[config.mk]
export PLATFORM = sky130hd
export DESIGN_NAME = unidad_control_mc
export DESIGN_NICKNAME = d
export VERILOG_FILES = /design/src/rtl/uc_pkg.sv /design/src/rtl/uc_decoder.sv /design/src/rtl/unidad_control_mc.sv
export SDC_FILE = /design/constraint.sdc
export NUM_CORES = 1
export LEC_CHECK = 0
export CAP_MARGIN = 40
export CORE_ASPECT_RATIO = 0.8
export CORE_MARGIN = 4
export CORE_UTILIZATION = 40
export DETAILED_ROUTE_END_ITERATION = 10
export PLACE_DENSITY = 0.81
export RECOVER_POWER = 100
export SETUP_SLACK_MARGIN = 0.4
export SYNTH_ARGS = -nofsm -noshare
export SYNTH_HDL_FRONTEND = slang
export SYNTH_HIERARCHICAL = 1
export SYNTH_SLANG_ARGS = --single-unit
[constraint.sdc]
create_clock -name clk -period 1.75 [get_ports clk]
set_input_delay 0.2625 -clock clk [delete_from_list [all_inputs] [get_ports clk]]
set_output_delay 0.2625 -clock clk [all_outputs]
set_load 0.05 [all_outputs]
[src/rtl/uc_pkg.sv]
// Package for the multi-cycle control unit.
// Holds the FSM state encoding, the opcode constants and the decoded
// control-vector type shared by the decoder and the top level.
package uc_pkg;

    typedef enum logic [1:0] {
        ST_IDLE  = 2'd0,
        ST_FETCH = 2'd1,
        ST_EXEC  = 2'd2,
        ST_HALT  = 2'd3
    } state_t;

    // LI ignores the two low opcode bits, so only its 4-bit prefix is matched.
    localparam logic [3:0] OPC_LI   = 4'b1000;
    localparam logic [5:0] OPC_J    = 6'b100100;
    localparam logic [5:0] OPC_JZ   = 6'b100101;
    localparam logic [5:0] OPC_JNZ  = 6'b100110;
    localparam logic [5:0] OPC_HALT = 6'b100111;
    localparam logic [5:0] OPC_NOP  = 6'b101000;

    typedef struct packed {
        logic       pc_en;
        logic       s_inc;
        logic       s_inm;
        logic       we3;
        logic       wez;
        logic [2:0] op;
        logic       halt;
        logic       illegal;
    } ctrl_t;

endpackage

[src/rtl/uc_decoder.sv]
// Combinational opcode decoder for the control unit.
// Ports:
//   opcode  in   6  instruc[15:10] from the datapath
//   z       in   1  registered zero flag
//   ctrl    out     control vector valid for an EXEC cycle
module uc_decoder
    import uc_pkg::*;
(
    input  logic [5:0] opcode,
    input  logic       z,
    output ctrl_t      ctrl
);

    always_comb begin
        ctrl       = '0;
        ctrl.pc_en = 1'b1;
        ctrl.s_inc = 1'b1;
        if (!opcode[5]) begin
            // ALU class: operation select comes straight from the opcode.
            ctrl.op  = opcode[4:2];
            ctrl.we3 = 1'b1;
            ctrl.wez = 1'b1;
        end else if (opcode[5:2] == OPC_LI) begin
            ctrl.we3   = 1'b1;
            ctrl.s_inm = 1'b1;
        end else begin
            case (opcode)
                OPC_J:    ctrl.s_inc = 1'b0;
                OPC_JZ:   ctrl.s_inc = ~z;
                OPC_JNZ:  ctrl.s_inc = z;
                OPC_HALT: begin
                    ctrl.pc_en = 1'b0;
                    ctrl.halt  = 1'b1;
                end
                OPC_NOP:  ctrl.s_inc = 1'b1;
                // Undefined opcodes behave as NOP but are flagged.
                default:  ctrl.illegal = 1'b1;
            endcase
        end
    end

endmodule

[src/rtl/unidad_control_mc.sv]
// Multi-cycle control unit for the 8-bit microcontroller datapath.
// Every instruction takes FETCH + EXEC so the synchronous program memory
// has a full cycle to present the opcode. Also sequences start/halt and
// counts retired instructions.
// Ports:
//   clk      in   1      system clock
//   reset    in   1      synchronous active-low reset
//   go       in   1      start execution from IDLE
//   opcode   in   6      instruc[15:10]
//   z        in   1      registered zero flag
//   pc_en    out  1      PC load enable
//   s_inc    out  1      1 = PC+1, 0 = jump target
//   s_inm    out  1      1 = write immediate, 0 = ALU result
//   we3      out  1      register-file write enable
//   wez      out  1      zero-flag load enable
//   op       out  3      ALU operation
//   halted   out  1      high while halted
//   illegal  out  1      pulse in EXEC of an undefined opcode
//   retired  out  CNT_W  instructions completed since reset
module unidad_control_mc
    import uc_pkg::*;
#(
    parameter int unsigned CNT_W = 16
) (
    input  logic             clk,
    input  logic             reset,
    input  logic             go,
    input  logic [5:0]       opcode,
    input  logic             z,
    output logic             pc_en,
    output logic             s_inc,
    output logic             s_inm,
    output logic             we3,
    output logic             wez,
    output logic [2:0]       op,
    output logic             halted,
    output logic             illegal,
    output logic [CNT_W-1:0] retired
);

    state_t           state_q;
    logic [CNT_W-1:0] retired_q;
    logic             halted_q;
    ctrl_t            dec;

    uc_decoder u_decoder (
        .opcode (opcode),
        .z      (z),
        .ctrl   (dec)
    );

    always_ff @(posedge clk) begin
        if (!reset) begin
            state_q   <= ST_IDLE;
            retired_q <= '0;
            halted_q  <= 1'b0;
        end else begin
            unique case (state_q)
                ST_IDLE:  if (go) state_q <= ST_FETCH;
                ST_FETCH: state_q <= ST_EXEC;
                ST_EXEC: begin
                    if (dec.halt) begin
                        state_q  <= ST_HALT;
                        halted_q <= 1'b1;
                    end else begin
                        state_q   <= ST_FETCH;
                        retired_q <= retired_q + 1'b1;
                    end
                end
                ST_HALT:  state_q <= ST_HALT;
                default:  state_q <= ST_IDLE;
            endcase
        end
    end

    // Decoded controls are only exposed in EXEC; write enables are gated by
    // reset so a reset landing mid-EXEC never disturbs the datapath.
    always_comb begin
        pc_en   = 1'b0;
        s_inc   = 1'b1;
        s_inm   = 1'b0;
        we3     = 1'b0;
        wez     = 1'b0;
        op      = 3'b000;
        illegal = 1'b0;
        if (state_q == ST_EXEC) begin
            pc_en   = dec.pc_en & reset;
            s_inc   = dec.s_inc;
            s_inm   = dec.s_inm;
            we3     = dec.we3 & reset;
            wez     = dec.wez & reset;
            op      = dec.op;
            illegal = dec.illegal;
        end
    end

    assign halted  = halted_q;
    assign retired = retired_q;

endmodule
Yosys cells after proc, flatten, opt, wreduce, memory -nomap -nowiden
Cells that the tools add are included.

cells by class
  eq/ne operators = 10
  reduce and logical (&&, ||, !) cells = 4
  mux-type cells = 21
  add/sub/neg operators = 1
  bitwise logic cells = 5

operators by type and width
  operator                 number
  $eq A6 B6 Y1 const B     5
  $add A16 B1 Y16 const B  1
  $mux W2                  6
  $mux W1                  10
  $pmux W2 S4              1
  $mux W3                  2
  $reduce_or A5 Y1         1
  $eq A2 B2 Y1 const B     2
  $eq A4 B4 Y1 const B     1
  $mux W4                  1
  $reduce_and A2 Y1        2
  $and A1 B1 Y1            3
  $pmux W1 S3              1
  $eq A2 B1 Y1 const B     1
  $logic_not A2 Y1         1
  $ne A2 B2 Y1 const B     1
  $not A1 Y1               2

storage, ports and cells
  input bits = 10
  output and inout port bits = 26
  word-level logic and storage cells = 44
  flip-flop bits (word level) = 19

Logic depth before layout (Yosys ltp)
  depth in word-level cells = 7
  gate-level depth with buffers = 7
  mapped depth without buffers = 6

Hierarchy
Netlist, hierarchy kept.

modules (own cells, without submodules)
  module             instances  area each (um^2)  cells an instance
  unidad_control_mc  1          965.9             103
  uc_decoder         1          101.3             14

Worst setup path after synthesis
Ideal clock, no wire load.

  path kind = reg-to-reg
  start = register retired_q[0] (netlist: retired[0])
  end = register retired_q[12] (netlist: retired[12])
  path slack = -0.060 ns
  cell stages (with the launch flop) = 6
  data arrival time = 1.740 ns
  data required time = 1.680 ns
  library setup time = 0.070 ns
  path buffers = 0
  cells stage by stage = dfxtp_1 -> ha_1 -> and4bb_4 -> nand3_4 -> or3_1 -> a21boi_1

between the ends
  cells in the longest elaborated chain, start to end = 1

ends and longest elaborated chain
  item                    RTL line                 RTL
  start, declared         unidad_control_mc.sv:42  logic [CNT_W-1:0] retired_q;
  start signal, assigned  unidad_control_mc.sv:67  retired_q <= retired_q + 1'b1;
  $add A16 B1 Y16         unidad_control_mc.sv:67

Every way passes these cells.
A chain may end at the register's enable or synchronous reset.

Worst setup path in the final report
  start = register state_q[1]
  end = output pc_en

between the ends
  cells in the longest elaborated chain, start to end = 2

ends and longest elaborated chain
  item                    RTL line                 RTL
  start, declared         unidad_control_mc.sv:41  state_t state_q;
  start signal, assigned  unidad_control_mc.sv:54  state_q <= ST_IDLE;
  start signal, assigned  unidad_control_mc.sv:59  ST_IDLE: if (go) state_q <= ST_FETCH;
  start signal, assigned  unidad_control_mc.sv:60  ST_FETCH: state_q <= ST_EXEC;
  $eq A2 B2 Y1            unidad_control_mc.sv:86  if (state_q == ST_EXEC) begin
  $mux W1                 unidad_control_mc.sv:86
  end, declared           unidad_control_mc.sv:30  output logic pc_en,

Every way passes these cells.

==> flow_summary_export.csv <==
group,metric,value,unit
logic_synthesis,syn_inst,117,
finish,area_growth,83.8,%
place,dp.final_hpwl,2.01,mm
power,p_int,0.614,mW
place,placed_cells,192,
worst_setup_path,critical_path_arrival,1370,ps
logic_synthesis,syn_nets,128,
drt,wl_per_cell,20.6,um
power,p_sw,0.235,mW
grt,grt_pass1_wl,5.96,mm
worst_setup_path,slowest_delay,440,ps
power,powerDensity,433,mW/mm2
sta,finalHoldViolCount,0,
power,peakVddDrop,0.367,mV
floorplan,core,0.00250,mm2
worst_setup_path,critPathSlowestCell,"dfxtp_1",
job,max_cap_violations,0,
logic_synthesis,ys_ff_latch,19,
drt,viasPerCell,5.56,
finish,drive_gt1_share,48.1,%
grt,use_met3,5.01,%
worst_hold_path,hold_path.class,"register to register",
floorplan,fp.dieW,65.8,um
logic_synthesis,synth_edf_count,0,
logic_synthesis,ys_types,33,
worst_setup_path,path_max_fanout,5,
clock_network,cts.path.max_buffers,2,
clock_network,clk_latency,310,ps
sta,tns,0,ps
drt,ant_nets,0,
logic_synthesis,synth_warnings,6,
place,dpl_cell_area,0.00161,mm2
place,portBuffers,35,
power,power_leakage,0.837,nW
status,status,"finished clean",
logic_synthesis,ys_seq_area_share,35.6,%
grt,grt_use_met1,26.7,%
floorplan,io_pins,36,
grt,overflow,0,
sta,final.min_clock_period,1630,ps
logic_synthesis,synth_area,0.00107,mm2
finish,mostFrequentLayoutCells,"22 x buf_4, 20 x clkbuf_1, 12 x buf_6",
sta,worst_pin_slew,650,ps
sta,slew_viol_final,0,
finish,design_area,0.00196,mm2
worst_setup_path,worstSetupPathType,"register to output port",
sta,finalSetupViolCount,0,
worst_setup_path,cp.required,1490,ps
sta,fin_crit_sh,93.3,%
grt,grt_pass1_vias,1160,
clock_network,cts_sinks,19,
drt,drt_iter0_drc,84,
sta,max_freq,0.612,GHz
finish,mostFrequentLayoutCell,"buf_4",
drt,num_vias,1251,
clock_network,cts_buffers,3,
logic_synthesis,synth_ff_type,"dfxtp_1",
logic_synthesis,synth.avg_cell_area,9.12,um2
worst_setup_path,critPathCaptureType,"output port",
logic_synthesis,ys_async_sr_fraction,0,%
clock_network,ctsHoldBuffers,0,
worst_setup_path,critPathLaunchType,"register",
grt,grt_antenna_before_repair,0,
worst_setup_path,critPathBufInv,1,
sta,fin_skew,3.75,ps
clock_network,cts_tree,"yes",
drt,routed_wl,4.63,mm
drt,drc_errors,0,
power,swShare,27.7,%
power,power_frac_comb,21.3,%
grt,grtUsageMet2,40.1,%
place,gp_congestion,0.764,
sta,slew_headroom,56.8,%
power,p_clk_share,27.1,%
finish,final_nets,201,
floorplan,fp-row-count,16,
clock_network,htree_num_levels,1,
clock_network,clkTransAtPathRegs,100,ps
grt,grt.busiest_layer,"met2",
grt,grt.total_usage,22.3,%
drt,dr.pass1.iters,4,
worst_setup_path,path_delay_family,"simple AND/OR/NAND/NOR gates",
finish,layout.cells.non_filler,225,
floorplan,die_h,54.2,um
floorplan,dieArea,0.00356,mm2
power,sequentialPowerShare,51.6,%
finish,antennaDiodeCount,0,
worst_setup_path,critical_path.cell_chain,"nor2b_4 > and3_4 > buf_12",
sta,rsz0062_at_grt,"true",
floorplan,start_util,42.7,%
clock_network,cts-root-buf,"clkbuf_4",
grt,grt_max_degree,15,
through the flow:
stage          util, %  hold slack, ps  worst slack [ps]  total power [mW]
2_1_floorplan        -             497              98.7             0.498
3_3_place_gp      64.1             463              -349             0.560
3_5_place_dp      64.1             478              -435             0.564
4_1_cts           75.2             496               267             0.822
5_1_grt           78.4             538              71.2             0.877
6_report          78.4             500               117             0.849
state kept, by name (all words and copies together), names as in the netlist:
name     count
state_q      2
retired     16
halted       1
worst register-to-register path, delay by kind of cell (launching register included):
kind | cells | cell delay [ps]
buf+inv | 2 | 420
flops | 1 | 440
mux | 1 | 160
simple gates | 3 | 540
cell usage after synthesis, types with 2 or more instances:
master    number  share of area, %
o21ai_0        3               1.4
xor2_1         5               4.1
dfxtp_1       19                36
and3_1         6               3.5
and4_1         3               2.5
mux2i_1        6               5.6
nand2b_1       9               5.3
and2b_2        3               2.5
nor2b_1        5               2.9
clkbuf_1       3               1.1
nor2_1         2              0.70
nand4_1        2               1.2
a21oi_1        2              0.94
xnor2_1        3               2.5
and2_1        13               7.6
nand3_1        6               2.8
nand2_1       10               3.5
nor4_1         2               1.2
power groups by stage:
stage	sequential (mW)	clock [mW]	combinational, mW
finish	0.438	0.230	0.181
floorplan	0.448	0	0.0504
global route	0.438	0.248	0.191
global placement	0.443	0	0.117
detailed placement	0.443	0	0.121
CTS	0.434	0.224	0.164
final cells by class:
type / count / area [um2]
well taps: 36 / 45.0
fillers: 162 / 541
flip-flops and latches: 19 / 415
multi-input cells: 94 / 807
clock buffers: 4 / 26.3
repair buffers: 71 / 664
inverters: 1 / 3.75
path summary, 6_finish.rpt:
path | from | to | slack, ps | depth (start not counted)
worst max-delay path | state_q[1] | pc_en | 120 | 3
worst min-delay path | retired[13] | retired[13] | 500 | 2
worst max register to register | state_q[1] | retired[9] | 130 | 6
worst min register to register | retired[13] | retired[13] | 500 | 2
cells by family after synthesis:
family	count (synthesis)	synth area share, %
buf+inv	5	2.46
mux	6	5.63
xor+xnor	8	6.57
flops	19	35.6
compound gates	10	5.86
simple gates	68	42.7
fa+ha+maj	1	1.17
timing repair:
action	CTS	global route
gates resized for setup	57	14
setup endpoints to repair	25	22
setup buffers	13	14
cloned	2	0
pin swaps	15	18
routing by layer:
metal  part of all wire (%)  vias to the layer above
li1                       -                      556
met1                     41                      626
met2                     52                       59
met3                    5.7                       10
met4                    1.7                        0
met5                      0                        -
No activity file was read; power rests on OpenSTA's default activity.
